--- src/rtl/id_remap_if.sv ---
// Allocation / release / response bundle for the ID remap allocator.
interface id_remap_if #(
  parameter int ID_WIDTH = 4,
  parameter int UID_W    = 4
);
  logic                alloc_valid;
  logic [ID_WIDTH-1:0] alloc_id;
  logic                alloc_ready;
  logic [UID_W-1:0]    alloc_uid;
  logic                free_valid;
  logic [UID_W-1:0]    free_uid;
  logic                free_ready;
  logic                rsp_valid;
  logic [ID_WIDTH-1:0] rsp_id;

  modport master (
    output alloc_valid, alloc_id,
    output free_valid, free_uid,
    input  alloc_ready, alloc_uid,
    input  free_ready, rsp_valid, rsp_id
  );

  modport slave (
    input  alloc_valid, alloc_id,
    input  free_valid, free_uid,
    output alloc_ready, alloc_uid,
    output free_ready, rsp_valid, rsp_id
  );
endinterface

--- src/rtl/id_remap_allocator.sv ---
// Remaps AXI IDs onto {row,col} unique IDs; one row per bound original ID.
// Optional ID_REMAP_ERR_CHECK_EN: sticky err flag on illegal frees.
module id_remap_allocator #(
  parameter int ID_WIDTH = 4,
  parameter int NUM_ROWS = 4,
  parameter int NUM_COLS = 4,
  localparam int ROW_W = (NUM_ROWS > 1) ? $clog2(NUM_ROWS) : 1,
  localparam int COL_W = (NUM_COLS > 1) ? $clog2(NUM_COLS) : 1,
  localparam int UID_W = ROW_W + COL_W,
  localparam int CNT_W = $clog2(NUM_ROWS * NUM_COLS + 1)
) (
  input  logic             clk,
  input  logic             rst,
  id_remap_if.slave        bus,
  output logic             full,
  output logic [CNT_W-1:0] outstanding,
  output logic             err
);

  logic [NUM_ROWS-1:0]                               bound_q, bound_d;
  logic [NUM_ROWS-1:0][ID_WIDTH-1:0]                 bid_q, bid_d;
  logic [NUM_ROWS-1:0][NUM_COLS-1:0]                 bmap_q, bmap_d;
  logic [NUM_ROWS-1:0][NUM_COLS-1:0][ID_WIDTH-1:0]   sid_q, sid_d;
  logic                rsp_valid_q, rsp_valid_d;
  logic [ID_WIDTH-1:0] rsp_id_q, rsp_id_d;
  logic                full_q, full_d;
  logic [CNT_W-1:0]    cnt_q, cnt_d;

  logic                hit, unb, col_ok, accept, legal;
  logic [ROW_W-1:0]    hit_row, unb_row, tgt_row, fr_row;
  logic [COL_W-1:0]    tgt_col, fr_col;
  logic [NUM_COLS-1:0] hit_map, unb_map, tgt_map;
  logic [ID_WIDTH-1:0] fr_id;

  // Descending loops so the lowest matching index wins.
  always_comb begin
    hit     = 1'b0;
    unb     = 1'b0;
    hit_row = '0;
    unb_row = '0;
    hit_map = '0;
    unb_map = '0;
    for (int r = NUM_ROWS - 1; r >= 0; r--) begin
      if (bound_q[r] && bid_q[r] == bus.alloc_id) begin
        hit     = 1'b1;
        hit_row = ROW_W'(r);
        hit_map = bmap_q[r];
      end
      if (!bound_q[r]) begin
        unb     = 1'b1;
        unb_row = ROW_W'(r);
        unb_map = bmap_q[r];
      end
    end
    tgt_row = hit ? hit_row : unb_row;
    tgt_map = hit ? hit_map : unb_map;
    col_ok  = 1'b0;
    tgt_col = '0;
    for (int c = NUM_COLS - 1; c >= 0; c--) begin
      if (!tgt_map[c]) begin
        col_ok  = 1'b1;
        tgt_col = COL_W'(c);
      end
    end
  end

  assign bus.alloc_ready = (hit | unb) & col_ok;
  assign accept          = bus.alloc_valid & bus.alloc_ready;
  assign bus.alloc_uid   = accept ? {tgt_row, tgt_col} : '0;
  assign bus.free_ready  = 1'b1;

  assign fr_row = bus.free_uid[UID_W-1:COL_W];
  assign fr_col = bus.free_uid[COL_W-1:0];

  // Out-of-range indices never match any row/col, so they read as illegal.
  always_comb begin
    legal = 1'b0;
    fr_id = '0;
    for (int r = 0; r < NUM_ROWS; r++) begin
      for (int c = 0; c < NUM_COLS; c++) begin
        if (fr_row == ROW_W'(r) && fr_col == COL_W'(c) && bmap_q[r][c]) begin
          legal = bus.free_valid;
          fr_id = sid_q[r][c];
        end
      end
    end
  end

  always_comb begin
    bound_d = bound_q;
    bid_d   = bid_q;
    bmap_d  = bmap_q;
    sid_d   = sid_q;
    if (legal) begin
      bmap_d[fr_row][fr_col] = 1'b0;
      if (bmap_d[fr_row] == '0 && !(accept && tgt_row == fr_row))
        bound_d[fr_row] = 1'b0;
    end
    if (accept) begin
      bmap_d[tgt_row][tgt_col] = 1'b1;
      sid_d[tgt_row][tgt_col]  = bus.alloc_id;
      bound_d[tgt_row]         = 1'b1;
      bid_d[tgt_row]           = bus.alloc_id;
    end
    cnt_d       = cnt_q + CNT_W'(accept) - CNT_W'(legal);
    full_d      = (&bound_d) & (&bmap_d);
    rsp_valid_d = legal;
    rsp_id_d    = legal ? fr_id : rsp_id_q;
  end

  always_ff @(posedge clk or negedge rst) begin
    if (!rst) begin
      bound_q     <= '0;
      bid_q       <= '0;
      bmap_q      <= '0;
      sid_q       <= '0;
      rsp_valid_q <= 1'b0;
      rsp_id_q    <= '0;
      full_q      <= 1'b0;
      cnt_q       <= '0;
    end else begin
      bound_q     <= bound_d;
      bid_q       <= bid_d;
      bmap_q      <= bmap_d;
      sid_q       <= sid_d;
      rsp_valid_q <= rsp_valid_d;
      rsp_id_q    <= rsp_id_d;
      full_q      <= full_d;
      cnt_q       <= cnt_d;
    end
  end

  assign bus.rsp_valid = rsp_valid_q;
  assign bus.rsp_id    = rsp_id_q;
  assign full          = full_q;
  assign outstanding   = cnt_q;

`ifdef ID_REMAP_ERR_CHECK_EN
  logic err_q, err_d;
  assign err_d = err_q | (bus.free_valid & ~legal);
  always_ff @(posedge clk or negedge rst) begin
    if (!rst) err_q <= 1'b0;
    else      err_q <= err_d;
  end
  assign err = err_q;
`else
  assign err = 1'b0;
`endif

endmodule

--- src/flat_wrapper.sv ---
// flat-port wrapper written by rule: the top's interface ports become plain ports
module id_remap_allocator_flat 
#(
  parameter int ID_WIDTH = 4,
  parameter int NUM_ROWS = 4,
  parameter int NUM_COLS = 4,
  localparam int ROW_W = (NUM_ROWS > 1) ? $clog2(NUM_ROWS) : 1,
  localparam int COL_W = (NUM_COLS > 1) ? $clog2(NUM_COLS) : 1,
  localparam int UID_W = ROW_W + COL_W,
  localparam int CNT_W = $clog2(NUM_ROWS * NUM_COLS + 1)
)
  (clk, rst, full, outstanding, err, bus_alloc_valid, bus_alloc_id, bus_free_valid, bus_free_uid, bus_alloc_ready, bus_alloc_uid, bus_free_ready, bus_rsp_valid, bus_rsp_id);
  id_remap_if #(.ID_WIDTH(ID_WIDTH), .UID_W(4)) bus_i ();
  input  logic clk;
  input  logic rst;
  output logic full;
  output logic [CNT_W-1:0] outstanding;
  output logic err;
  input wire logic [$bits(bus_i.alloc_valid)-1:0] bus_alloc_valid;
  input wire logic [$bits(bus_i.alloc_id)-1:0] bus_alloc_id;
  input wire logic [$bits(bus_i.free_valid)-1:0] bus_free_valid;
  input wire logic [$bits(bus_i.free_uid)-1:0] bus_free_uid;
  output wire logic [$bits(bus_i.alloc_ready)-1:0] bus_alloc_ready;
  output wire logic [$bits(bus_i.alloc_uid)-1:0] bus_alloc_uid;
  output wire logic [$bits(bus_i.free_ready)-1:0] bus_free_ready;
  output wire logic [$bits(bus_i.rsp_valid)-1:0] bus_rsp_valid;
  output wire logic [$bits(bus_i.rsp_id)-1:0] bus_rsp_id;
  assign bus_i.alloc_valid = bus_alloc_valid;
  assign bus_i.alloc_id = bus_alloc_id;
  assign bus_i.free_valid = bus_free_valid;
  assign bus_i.free_uid = bus_free_uid;
  assign bus_alloc_ready = bus_i.alloc_ready;
  assign bus_alloc_uid = bus_i.alloc_uid;
  assign bus_free_ready = bus_i.free_ready;
  assign bus_rsp_valid = bus_i.rsp_valid;
  assign bus_rsp_id = bus_i.rsp_id;
  id_remap_allocator #(.ID_WIDTH(ID_WIDTH), .NUM_ROWS(NUM_ROWS), .NUM_COLS(NUM_COLS)) u_core (.clk(clk), .rst(rst), .bus(bus_i), .full(full), .outstanding(outstanding), .err(err));
endmodule
--- config.mk ---
export PLATFORM = sky130hd
export DESIGN_NAME = id_remap_allocator_flat
export DESIGN_NICKNAME = d
export VERILOG_FILES = /design/src/rtl/id_remap_if.sv /design/src/rtl/id_remap_allocator.sv /design/src/flat_wrapper.sv
export SDC_FILE = /design/constraint.sdc
export NUM_CORES = 1
export LEC_CHECK = 0
export ABC_AREA = 0
export ABC_CLOCK_PERIOD_IN_PS = 3500
export BUFFER_PORTS_ARGS = -buffer_cell sky130_fd_sc_hd__buf_4
export CORE_ASPECT_RATIO = 2
export CORE_UTILIZATION = 60
export DETAILED_ROUTE_END_ITERATION = 12
export PLACE_DENSITY_LB_ADDON = 0.05
export SLEW_MARGIN = 20
export SYNTH_ARGS = -nofsm -noshare
export SYNTH_HDL_FRONTEND = slang
export SYNTH_SLANG_ARGS = --single-unit
--- constraint.sdc ---
create_clock -name clk -period 3.5 [get_ports clk]
set_clock_uncertainty 0.05 [all_clocks]
set_input_delay 0.7 -clock clk [delete_from_list [all_inputs] [get_ports clk]]
set_output_delay 0.7 -clock clk [all_outputs]
set_load 0.01 [all_outputs]
==> summary.txt <==
Cells and area
  – Layout Cells excl Fill: 874
  – Antenna diodes: 0
  – Area Growth Syn to Fin: 27.66%
  – FF+latch area: 2779 µm²
  – Layout cells sized above 1: 41.27%
  – Multi-input combinational cell area: 3546 µm²
  – Fill cells: 681
  – Final core utilization: 79.14%
  – Final net count: 752

GRT
  – First-pass GRT wire length: 34,240 µm
  – GRT Resource Usage Total: 43.82%
  – Pin count of the biggest net entering global routing: 80
  – Number of antenna violations at the first check in global routing: 1
  – Vias in the first global route: 6,190
  – Congestion Overflow GR: 0

Placed design
  – Detailed placer's ending HPWL: 16,100 µm
  – GP Congestion: 1.062
  – Place WS: -346.0 ps
  – Dpl cells: 852
  – Port bufs: 27

Critical path
  – Type of origin of the critical path: input port
  – Max FO, Critical Path: 8
  – CP arrival: 2760 ps
  – WP data required: 2750 ps
  – CP Capture Type: output port
  – Setup Crit Path Kind: in2out

Logic synthesis
  – Post-Synth Adder-Cell Area: 1.312%
  – Area contributors post-synth: dfrtp_1, mux2_2, o21ai_0, nand2_1, xnor2_1
  – Mean Syn Cell Area: 10.28 µm²
  – Synth warn: 0
  – #FFs+latches synth: 111
  – Post-Syn Nets: 630
  – Synth Area in XOR/XNOR: 2.923%
  – Largest area contributor in the netlist: dfrtp_1
  – Synth Area in Compound Gates: 17.42%
  – Part of the Yosys area used for sequential elements: 44.14%
  – Synth Instances: 612
  – Async SR Flop Fraction: 100.0%
  – Synth top area share: 44.14%
  – Synth cell count leaders: dfrtp_1, mux2_2, nand2_1
  – Most used DFF post-synth: dfrtp_1
  – Most frequent cell after synthesis: dfrtp_1
  – Post-synthesis mux area share: 15.31%
  – Post-synthesis simple-gate area fraction: 14.67%
  – Mapped cell area: 6292 µm²
  – Largest family of logic cells by synthesized area: compound AO/OA/AOI/OAI gates
  – Post-synth EDFFs: 0
  – Netlist cell types: 78

STA
  – Max transition margin: 32.51%
  – Worst setup margin: -7.974 ps
  – Peak Freq: 285.1 MHz
  – Fin. max-slew vios: 0
  – RSZ-0062 raised after global routing: yes
  – Final Hold Viols: 0
  – Setup violators final: 2
  – Crit share post-route: 100.2%
  – Measured slew at the worst slew-check pin: 1012 ps
  – Final worst path period need: 3508 ps

Pwr
  – LEAKAGE: 0.003685 µW
  – Total power: 7706 µW
  – PD cells: 959.3 nW/µm²
  – Max rail drop VDD: 0.4874 mV

Clock tree
  – CTS Buf Count: 9
  – Clk Latency, worst-skew pair: 360 ps
  – Clock-pin slew on the worst setup and hold paths: 90 ps
  – CTS H-tree lvls: 3
  – CTS tree: yes
  – Clk buf depth: 2
  – Clock Tree Root: clkbuf_16
  – Num Clock Sinks: 111
  – Hold Buf Count CTS: 0

Status
  – Failing checks: setup timing
  – Run status: complete, but fails checks

Detailed routing
  – Remaining DRCs: 0
  – Routed length per instance: 26.18 µm
  – ANT nets after route: 0
  – Via count: 5,929
  – Via/cell ratio: 6.784
  – Drt pass-1 iters: 6
  – Drt total wl: 22,880 µm
  – Iteration-0 DRC count of the detailed router: 599

Floorplanning
  – Starting density of the core: 61.99%
  – IO Count: 30
  – Die width: 74.41 µm
  – Number of cell rows: 52
  – Die height: 146.8 µm
  – Core area: 10,150 µm²
  – Die area: 10,930 µm²

Worst hold path
  – Worst min path class: in2async

Flow run
  – Max cap viols: 0
==> worst max-delay path, cell delays in order <==
cell and delay [ps]:
buf_8 130, xor2_4 210, nor3_2 60, buf_4 160
and3_4 200, nor4_1 490, a21o_1 190, buf_4 160
o22ai_4 100, nor3_1 190, buf_4 150
==> path summary, 6_finish.rpt <==
path	from	end	slack (ps)	cells after the start
setup / recovery	bus_alloc_id[0]	bus_alloc_uid[1]	-8	11
hold / removal	rst	u_core.bid_q[1]	440	1
setup reg to reg	u_core.bound_q[0]	u_core.full	70	12
hold reg to reg	u_core.bus.rsp_id[1]	u_core.bus.rsp_id[1]	450	1
max in group asynchronous	rst	u_core.sid_q[12]	2090	2
min in group clk	u_core.bus.rsp_id[1]	u_core.bus.rsp_id[1]	450	1
==> metrics by stage <==
stage	setup TNS [ps]	area, µm²	hold slack (ps)
floorplan	-74.85	6321	354.4
global placement	-4806	7366	415.9
detailed placement	-7987	7366	426.0
CTS	0	7856	450.8
global route	-170.2	8033	464.4
finish	-9.508	8033	435.7
==> repair_timing <==
action	in CTS	in global routing
pin swaps	16	9
gates resized for setup	30	31
setup endpoints to repair	5	21
setup buffers	4	3
==> final cells by class <==
cell class	count	share of cell area, %
timing repair buffer	146	14.22
tap	135	2.103
sequential	111	34.60
multi-input combinational	442	44.14
clock inverter	7	1.012
inverter	24	1.121
clock buffer	9	2.804
==> power by group <==
group | total, µW | internal (µW) | switching [µW]
clock network | 1060 | 517 | 547
logic | 4280 | 2060 | 2220
registers | 2360 | 1850 | 512
total | 7710 | 4430 | 3270
==> registers in the layout (all words and copies together), names as in the netlist <==
signal,count
u_core.bus.rsp_valid,1
u_core.bus.rsp_id,4
u_core.bid_q,16
u_core.outstanding,5
u_core.bound_q,4
u_core.sid_q,64
u_core.bmap_q,16
u_core.full,1
==> metal layers <==
metal	vias up	global-route usage (%)	routed length [µm]
met3	165	15.71	2046
met2	421	70.32	11390
met1	2858	45.34	7385
met4	2	32.08	2048
li1	2483	-	-
met5	-	0	11
==> cell usage in the layout (no fill, tap or decap), types with 4 or more instances in the layout <==
cell and count:
a21o_1 6, xnor2_2 7, nand3b_1 4, or2_2 5, nand2_2 4, nor3_2 4, nand3_1 19, a31oi_1 7
o211ai_1 4, nor3_1 15, nand2_1 38, dfrtp_1 110, nor2_4 4, buf_6 7, a22oi_1 12, nor2_1 30
clkbuf_16 9, nand2b_1 5, xnor2_1 9, a21oi_1 26, mux2i_1 4, ha_1 4, o22ai_1 9, buf_4 137
o31ai_1 6, o21ai_0 34, a221oi_1 4, nor2b_1 4, mux2_2 82, inv_1 24, and3_1 11
==> cells by family (layout without fill, tap and decap cells) <==
logic type	after synthesis	in the layout
flip-flops	111	111
AO/OA/AOI/OAI	149	149
XOR/XNOR	21	21
AND/OR/NAND/NOR	178	178
buffers and inverters	59	186
multiplexers	86	86
adder cells (fa/ha/maj)	6	6
other	2	2
(Power assumes the default switching activity.)
